===== config.mk =====
export PLATFORM = sky130hd
export DESIGN_NAME = uart_tx_fifo
export DESIGN_NICKNAME = d
export VERILOG_FILES = /design/src/rtl/uart_tx_fifo.sv
export SDC_FILE = /design/constraint.sdc
export NUM_CORES = 1
export LEC_CHECK = 0
export CAP_MARGIN = 0
export CORE_UTILIZATION = 40
export CTS_CLUSTER_DIAMETER = 30
export CTS_CLUSTER_SIZE = 20
export DETAILED_ROUTE_END_ITERATION = 10
export RECOVER_POWER = 50
export SYNTH_ARGS = -nofsm -noshare
export SYNTH_HDL_FRONTEND = slang
export SYNTH_SLANG_ARGS = --single-unit

===== constraint.sdc =====
create_clock -name clk -period 2.58 [get_ports clk]
set_input_delay 0.258 -clock clk [delete_from_list [all_inputs] [get_ports clk]]
set_output_delay 0.258 -clock clk [all_outputs]
set_load 0.02 [all_outputs]

===== src/rtl/uart_tx_fifo.sv =====
// uart_tx_fifo: byte FIFO plus launch controller feeding uart_tx.
// Bytes are launched one at a time with a registered tx_start pulse; the next
// launch waits for uart_tx's tx_done_tick.
// Optional build macro UART_TX_FIFO_WATERMARK_EN adds AF_LEVEL and almost_full.
//
// state   | meaning
// --------+-----------------------------------------------------------
// ST_IDLE | nothing in flight; pops and launches as soon as FIFO is non-empty
// ST_WAIT | a byte is in flight; waits for its tx_done_tick
module uart_tx_fifo #(
  parameter int DBIT  = 8,
  parameter int DEPTH = 16,
  parameter int AW    = $clog2(DEPTH)
`ifdef UART_TX_FIFO_WATERMARK_EN
  ,
  parameter int AF_LEVEL = DEPTH - 2
`endif
) (
  input  logic            clk,
  input  logic            rst_n,
  input  logic            wr_en,
  input  logic [DBIT-1:0] wr_data,
  input  logic            clr_ovf,
  input  logic            tx_done_tick,
  output logic            tx_start,
  output logic [DBIT-1:0] tx_din,
  output logic            full,
  output logic            empty,
  output logic [AW:0]     count,
  output logic            busy,
  output logic            overflow
`ifdef UART_TX_FIFO_WATERMARK_EN
  ,
  output logic            almost_full
`endif
);

  localparam logic [AW:0] FULL_CNT = (AW+1)'(DEPTH);

  typedef enum logic {ST_IDLE, ST_WAIT} state_t;

  state_t          state;
  logic [DBIT-1:0] mem [DEPTH];
  logic [AW-1:0]   wr_ptr;
  logic [AW-1:0]   rd_ptr;
  logic            push;
  logic            pop;

  assign full  = (count == FULL_CNT);
  assign empty = (count == '0);
  // full is the start-of-cycle value, so a push into a full FIFO is dropped
  // even when the FSM pops in the same cycle.
  assign push  = wr_en && !full;
  assign pop   = (state == ST_IDLE) && !empty;

`ifdef UART_TX_FIFO_WATERMARK_EN
  localparam logic [AW:0] AF_CNT = (AW+1)'(AF_LEVEL);
  assign almost_full = (count >= AF_CNT);
`endif

  // Storage write; contents need no reset since count gates every read.
  always_ff @(posedge clk) begin
    if (push) mem[wr_ptr] <= wr_data;
  end

  // Pointers wrap naturally modulo DEPTH; count tracks occupancy separately.
  always_ff @(posedge clk or negedge rst_n) begin
    if (!rst_n) begin
      wr_ptr <= '0;
      rd_ptr <= '0;
      count  <= '0;
    end else begin
      if (push) wr_ptr <= wr_ptr + AW'(1);
      if (pop)  rd_ptr <= rd_ptr + AW'(1);
      case ({push, pop})
        2'b10:   count <= count + (AW+1)'(1);
        2'b01:   count <= count - (AW+1)'(1);
        default: count <= count;
      endcase
    end
  end

  // Sticky overflow; a dropped push wins over a simultaneous clear.
  always_ff @(posedge clk or negedge rst_n) begin
    if (!rst_n) begin
      overflow <= 1'b0;
    end else if (wr_en && full) begin
      overflow <= 1'b1;
    end else if (clr_ovf) begin
      overflow <= 1'b0;
    end
  end

  // Launch FSM with registered tx_start/tx_din/busy.
  always_ff @(posedge clk or negedge rst_n) begin
    if (!rst_n) begin
      state    <= ST_IDLE;
      tx_start <= 1'b0;
      tx_din   <= '0;
      busy     <= 1'b0;
    end else begin
      case (state)
        ST_IDLE: begin
          tx_start <= 1'b0;
          if (!empty) begin
            tx_din   <= mem[rd_ptr];
            tx_start <= 1'b1;
            busy     <= 1'b1;
            state    <= ST_WAIT;
          end
        end
        ST_WAIT: begin
          tx_start <= 1'b0;
          // A tick coinciding with our own launch pulse belongs to the
          // previous frame.
          if (tx_done_tick && !tx_start) begin
            busy  <= 1'b0;
            state <= ST_IDLE;
          end
        end
        default: begin
          tx_start <= 1'b0;
          busy     <= 1'b0;
          state    <= ST_IDLE;
        end
      endcase
    end
  end

endmodule


* Word level (Yosys, flattened, before mapping)
Memory sizes are Yosys's and may differ from the RTL's. A register that Yosys moved wholly into a read port is not among the register bits.
Cells that the tools add are included.
Widths: inputs -> output; s select.
** Operators by class
- Add/sub/neg operators :: 4
- Equal/unequal tests :: 5
- Mux-type cells :: 12
- Bitwise gates (word level) :: 2
- Reduce and logical (&&, ||, !) cells :: 13
** Operators by type and width (count)
- $pmux 5 s2 :: 1
- $add 4x1->4 const B :: 2
- $mux 1 :: 8
- $pmux 1 s2 :: 3
- $add 5x1->5 const B :: 1
- $eq 5x5->1 const B :: 1
- $logic_not 5->1 :: 1
- $sub 5x1->5 const B :: 1
- $logic_and 1x1->1 :: 4
- $logic_not 1->1 :: 4
- $reduce_and 2->1 :: 2
- $reduce_bool 2->1 :: 2
- $eq 2x1->1 const B :: 1
- $eq 2x2->1 const B :: 1
- $ne 2x1->1 const B :: 1
- $ne 2x2->1 const B :: 1
- $not 1->1 :: 2
** Word-level totals
- Bits in registers :: 17
- Bits in writable memories :: 128
- Word-level logic and storage cells :: 44
- Memories kept :: 1
** Memories
- mem :: words 16, width 8, read ports 1, clocked after Yosys merged registers in 1, wr ports 1, line 43 : logic [DBIT-1:0] mem [DEPTH];

* Logic depth before layout (Yosys ltp)
Gate-level depths: netlist of the first run.
- Depth after elaboration :: 5
- Depth in mapped cells :: 12

* Worst setup path after synthesis of the first run
OpenSTA, ideal clock, no wires.
- Kind :: register to register
- From :: register count[1]
- To :: register count[4]
- Setup time :: 123 ps
- Arrival :: 2642 ps
- Setup slack :: -185 ps
- Stages on the path, launching flop included :: 13
- Path buffers :: 3
- Period minus slack after synthesis :: 2765 ps
- Cell sequence :: dfrtp_1 -> clkbuf_1 -> nor4_4 -> a21oi_1 -> buf_2 -> ha_1 -> clkbuf_1 -> xor2_1 -> ha_1 -> o211a_1 -> o31ai_1 -> a31oi_1 -> xnor2_1
** On the way
- Longest elaborated chain between the ends :: 5
- Elaborated cells on any way between the ends :: 12
** Ends and longest elaborated chain
- start: declaration :: line 29 : output logic [AW:0] count,
- start signal: assignment :: line 76 : 2'b10: count <= count + (AW+1)'(1);
- start signal: assignment :: line 77 : 2'b01: count <= count - (AW+1)'(1);
- start signal: assignment :: line 78 : default: count <= count;
- $logic_not 5->1 (*) :: line 50 : assign empty = (count == '0);
- $logic_not 1->1 (*)
- $logic_and 1x1->1 (*) :: line 54 : assign pop = (state == ST_IDLE) && !empty;
- net pop :: line 47 : logic pop;
- $eq 2x1->1 / $eq 2x2->1 (equally long branches) :: line 75 : case ({push, pop})
- $pmux 5 s2 / $reduce_bool 2->1 (equally long branches)
The timed path passes the listed nets; every way through them passes the cells marked *.
A chain may end at the register's enable or synchronous reset.

* Worst setup path in the final report of the first run
- From :: register count[2]
- To :: register count[4]
** On the way
- Longest elaborated chain between the ends :: 5
- Elaborated cells on any way between the ends :: 12
** Ends and longest elaborated chain (line)
- $eq 5x5->1 / $logic_not 5->1 (equally long branches) :: 49, 50
- $logic_not 1->1, on equally long branches
- $logic_and 1x1->1, on equally long branches :: 53, 54
- $eq 2x1->1 / $eq 2x2->1 (equally long branches) :: 75
- $pmux 5 s2 / $reduce_bool 2->1 (equally long branches)
Parallel ways exist; a longest one is shown, timed or not.

==> results of run 1 <==
==> per-stage QoR <==
stage	worst slack, ns	util
global route	0.04372	0.4904
floorplan	0.005067	-
global placement	0.2636	0.4503
finish	0.1188	0.4904
CTS	0.1564	0.4911
detailed placement	0.1790	0.4503
==> where the power goes <==
part | switching (mW) | leakage, nW | internal (mW)
clock | 0.941 | 0.299 | 1.64
sequential | 0.340 | 1.44 | 3.08
combinational | 1.17 | 0.849 | 1.21
==> Yosys cell counts, drive strengths merged <==
library cell and count:
nor3b 1, o211a 1, mux2 10, dfrtp 25
inv 10, nand2b 3, a31oi 2, and3b 1
ha 9, o21ai 6, a22o 1, buf 11
mux4 32, xor2 4, nor2b 1, and2 2
nor2 16, xnor2 7, edfxtp 128, o31ai 1
a311oi 1, a21oi 13, nor4 1, a211o 1
nor3 4, nand2 9, clkbuf 6, a21boi 1
or2 1, o22ai 16, nand4 2
==> final cells by class <==
class	instances	area [um2]
Clock buffer	21	450.4
Timing Repair Buffer	56	500.5
Sequential cell	153	4474
Clock inverter	11	167.7
Fill cell	1239	7719
Inverter	10	37.54
Multi-Input combinational cell	146	1562
Tap cell	188	235.2
==> kinds of logic after synthesis <==
logic type      count (synthesis)  synth area share
simple gates                   41           0.03366
xor+xnor                       11           0.01561
fa+ha+maj                       9           0.01825
flops                         153            0.7243
mux                            42            0.1429
buf+inv                        27           0.02271
compound gates                 43           0.04258
==> worst paths after layout <==
kind	slack, ns	to
setup reg to reg	0.12	count[4]$_DFFE_PN0P_
hold reg to reg	0.52	overflow$_DFFE_PN0P_
hold / removal	0.43	state$_DFF_PN0_
setup / recovery	0.12	count[4]$_DFFE_PN0P_
max in group asynchronous	0.85	rd_ptr[0]$_DFFE_PN0P_
min in group asynchronous	0.73	count[2]$_DFFE_PN0P_
==> metal layers <==
layer | up-vias | track usage
li1 | 1418 | -
met1 | 1623 | 0.2134
met2 | 68 | 0.2577
met3 | 13 | 0.04206
met4 | 0 | 0.07583
met5 | - | 0
==> registers in the layout (all words and copies together) (netlist names), 4 cells and up <==
signal,flops
rd_ptr,4
tx_din,8
wr_ptr,4
mem,128
count,5
==> worst register-to-register path, delay by kind of cell (launching register included) <==
kind | cells | cell delay (ns)
flops | 1 | 0.46
compound gates | 4 | 0.72
fa+ha+maj | 2 | 0.46
xor+xnor | 2 | 0.31
simple gates | 1 | 0.40
==> metrics.yaml, run 1 <==
routing:
  wl_met2_mm: 5.834
  vias_per_cell: 5.337
  wl_per_cell_um: 19.98
  detail-route-antenna-nets: 0
  drc_errors: 0
  drtIter0Drc: 242
  vias: 3122
  highest_layer: "met4"
  route.met3.wl_um: 409
  drt_pre_antenna_iters: 4
  wirelength_mm: 11.69
  drt-met1-wl_mm: 5.262
clock_tree:
  cts_resized: 0
  ctsHoldBuffers: 0
  htreeDepth: 4
  cts_root_buf: "clkbuf_16"
  cts_buffers: 17
  clkSlewWorstSetupHoldPaths_ns: 0.06
  clk_path_buf_depth: 2
  cts.sinks: 153
  post-cts-setup-buffers: 0
  cts_tree: "yes"
  insertion_delay_ns: 0.42
worst_setup_path:
  critPathTopFamily: "compound AO/OA/AOI/OAI gates"
  critical_path_class: "flop to flop"
  start_kind: "flop"
  crit_path_max_incr_delay_ns: 0.46
  cp_max_fo: 8
  crit_arrival_ns: 2.76
  crit_top_cell: "ha_1"
  path_depth: 9
  critPathSlowestCell: "dfrtp_2"
  crit_chain: "nor4_4, a21oi_1, ha_1, xor2_1, ha_1, o211a_1, o31ai_1, a31oi_1, xnor2_1"
  critPathBufInv: 0
  startpoint: "count[2]$_DFFE_PN0P_"
  rr_worst_depth: 9
  endpoint_kind: "flop"
  cp.required_ns: 2.88
  r2r_start: "count[2]$_DFFE_PN0P_"
layout:
  nets: 406
  num_antenna_cells: 0
  final_common_cell: "edfxtp_1"
  drive_above_1_share: 0.2217
  design_area_um2: 7427
  instances_no_fill: 585
  syn_to_final_growth_pct: 20.36
  layout_common_cells: "edfxtp_1, buf_4, dfrtp_1, clkdlybuf4s50_1, mux4_2"
global_route:
  grt_util_all_layers: 0.1635
  grt_pass1_vias: 3191
  overflow: 0
  grt_pass1_wl_mm: 18.36
  antenna_found_initial: 0
  grt_max_degree: 34
placed_design:
  routabilityCongestion: 0.7532
  place_area_um2: 6820
  io_buffers: 30
  dp_hpwl_mm: 7.371
  post-place-cells: 553
pwr:
  vdd_drop_max_v: 0.0005260
  power_mw: 8.379
  p_leak_nw: 2.589
  p_per_area_nw_per_um2: 1128
die:
  io_pins: 31
  initial_core_util: 0.4074
  core_um2: 15150
  row_count: 45
  die_w_um: 126.2
  die-area_um2: 15930
  dieHeight_um: 126.2
logic_synthesis:
  netlist.area_leader.share: 0.6229
  ys_top_cells_by_area: "edfxtp_1, dfrtp_1, mux4_2"
  postSynthCellCount: 326
  synth.avg_cell_area_um2: 18.93
  yosys.area.top_type: "edfxtp_1"
  synth_nets: 348
  synth-seq-cells: 153
  yosys_warnings: 0
  yosys.cell_types.count: 35
  netlist_area_um2: 6171
  yosysSeqAreaShare: 0.7242
worst_hold_path:
  hold_depth: 2
  min_path_type: "primary input to flop"
  min_from: "tx_done_tick"
timing:
  final_max_slew_viol_count: 25
  rsz0062_at_grt: "false"
  tns_ns: 0
  min_period_over_period: 0.9539
  final-setup-viol-count: 0
  skew_ns: 0.008435
  period_minus_slack_ns: 2.461
  max_freq_mhz: 406.3
  holdWs_ns: 0.4319
  hold_viol: 0
  slew_headroom: -0.004340
  worst_pin_slew_ns: 1.507
run_status:
  failed_checks: "capacitance limit, slew limit"
  status: "finished with violations"
job:
  max_cap_viol_count: 1
Note: power is estimated with default switching activity, not from simulation.
==> run 2: changes to the inputs <==
==> constraint.sdc (replaced) <==
create_clock -name clk -period 2.58 [get_ports clk]
set_input_delay 0.516 -clock clk [delete_from_list [all_inputs] [get_ports clk]]
set_output_delay 0.516 -clock clk [all_outputs]
set_load 0.02 [all_outputs]
==> metrics.yaml, run 2 (synthesis gave the netlist of run 1 again) <==
global_route:
  antenna_found_initial: 0
  grt_pass1_vias: 3212
  grt_max_degree: 36
  grt_util_all_layers: 0.1616
  overflow: 0
  grt_pass1_wl_mm: 18.24
die:
  row_count: 45
  die_w_um: 126.2
  core_um2: 15150
  initial_core_util: 0.4074
  die-area_um2: 15930
  io_pins: 31
  dieHeight_um: 126.2
clock_tree:
  cts_tree: "yes"
  cts.sinks: 153
  cts_root_buf: "clkbuf_16"
  ctsHoldBuffers: 0
  clkSlewWorstSetupHoldPaths_ns: 0.06
  clk_path_buf_depth: 2
  cts_buffers: 17
  insertion_delay_ns: 0.42
  htreeDepth: 4
job:
  max_cap_viol_count: 1
layout:
  nets: 409
  num_antenna_cells: 0
  final_common_cell: "edfxtp_1"
  largest_register_ffs: 128
  fill_cells: 1249
  instances_no_fill: 588
  final_util: 0.4928
  largest-register: "mem"
  top_regs: "mem (128), tx_din (8), count (5)"
  syn_to_final_growth_pct: 20.94
  layout_common_cells: "edfxtp_1, buf_4, dfrtp_1"
  drive_above_1_share: 0.2425
  design_area_um2: 7463
timing:
  holdWs_ns: 0.5167
  tns_ns: 0
  max_freq_mhz: 404.9
  skew_ns: 0.009642
  final_max_slew_viol_count: 26
  min_period_over_period: 0.9574
  slew_headroom: -0.04100
  hold_viol: 0
  final-setup-viol-count: 0
  setup_ws_ns: 0.1100
  worst_pin_slew_ns: 1.561
  period_minus_slack_ns: 2.470
worst_setup_path:
  critPathBufInv: 2
  critPathTopFamily: "compound AO/OA/AOI/OAI gates"
  path_depth: 11
  r2r_setup_slack_ns: 0.11
  cp.required_ns: 2.88
  crit_path_max_incr_delay_ns: 0.47
  crit_arrival_ns: 2.77
  startpoint: "count[0]$_DFFE_PN0P_"
  rr_endpoint: "count[4]$_DFFE_PN0P_"
  crit_end: "count[4]$_DFFE_PN0P_"
  start_kind: "flop"
  cp_max_fo: 6
  critical_path_class: "flop to flop"
  rr_worst_depth: 11
  crit_chain: "nor4_4, buf_4, buf_4, a21oi_2, ha_1, xor2_1, ha_1, o211a_1, o31ai_2, a31oi_1, xnor2_1"
  r2r_start: "count[0]$_DFFE_PN0P_"
  endpoint_kind: "flop"
  critPathSlowestCell: "dfrtp_1"
routing:
  vias: 3142
  wirelength_mm: 11.68
  wl_per_cell_um: 19.86
  drtIter0Drc: 189
  drc_errors: 0
  vias_per_cell: 5.344
  detail-route-antenna-nets: 0
  drt_pre_antenna_iters: 5
run_status:
  status: "finished with violations"
  failed_checks: "capacitance limit, slew limit"
pwr:
  vdd_drop_max_v: 0.0005531
  p_leak_nw: 2.612
  p_per_area_nw_per_um2: 1122
  power_mw: 8.377
placed_design:
  dp_hpwl_mm: 7.192
  io_buffers: 30
  post-place-cells: 551
  place_ws_ns: -0.07131
  routabilityCongestion: 0.7808
  place_area_um2: 6805
worst_hold_path:
  min_path_type: "flop to flop"
[run 2: cell types whose count changed in the layout (fill, tap and decap cells not counted), moves of 2 or more]
cell / previous run / this run
dlygate4sd2_1: 0 / 2
clkinv_4: 1 / 3
buf_4: 23 / 25
clkdlybuf4s50_1: 21 / 19
clkbuf_1: 5 / 2
[run 2: worst min-delay path by stage]
| stage | slack [ns] | cells past startpoint | end | startpoint |
|---|---|---|---|---|
| floorplan | 0.22 | 0 | busy$_DFFE_PN0P_ | rst_n |
| finish | 0.52 | 1 | overflow$_DFFE_PN0P_ | overflow$_DFFE_PN0P_ |
| global placement | 0.50 | 1 | overflow$_DFFE_PN0P_ | overflow$_DFFE_PN0P_ |
| detailed placement | 0.50 | 1 | overflow$_DFFE_PN0P_ | overflow$_DFFE_PN0P_ |
| CTS | 0.48 | 2 | count[4]$_DFFE_PN0P_ | rst_n |
| global route | 0.55 | 1 | overflow$_DFFE_PN0P_ | overflow$_DFFE_PN0P_ |
[run 2: area by class of cell]
| class | count | area (um2) | area share |
|---|---|---|---|
| sequential | 153 | 4474 | 0.5995 |
| multi-input combinational | 146 | 1573 | 0.2107 |
| timing repair buffer | 59 | 520.5 | 0.06974 |
| clock buffer | 17 | 425.4 | 0.05700 |
| tap | 188 | 235.2 | 0.03152 |
| clock inverter | 15 | 197.7 | 0.02649 |
| inverter | 10 | 37.54 | 0.005029 |
[run 2: where the power goes]
group,switching [mW],total (mW),internal [mW]
sequential,0.280,3.36,3.08
combinational,1.22,2.43,1.21
clock,0.970,2.59,1.62
[run 2: per-layer routing]
layer	wire length (um)	GRT usage	up-vias
met4	206	0.06804	0
met3	655	0.04248	17
met1	4946	0.2083	1599
met5	0	0	-
li1	-	-	1440
met2	5872	0.2600	86
[run 2: repair_timing]
action / in CTS / in global routing
gates resized for setup: 2 / 2
buffers inserted: 2 / 3
setup endpoints to repair: 2 / 2
pin swaps: 1 / 1
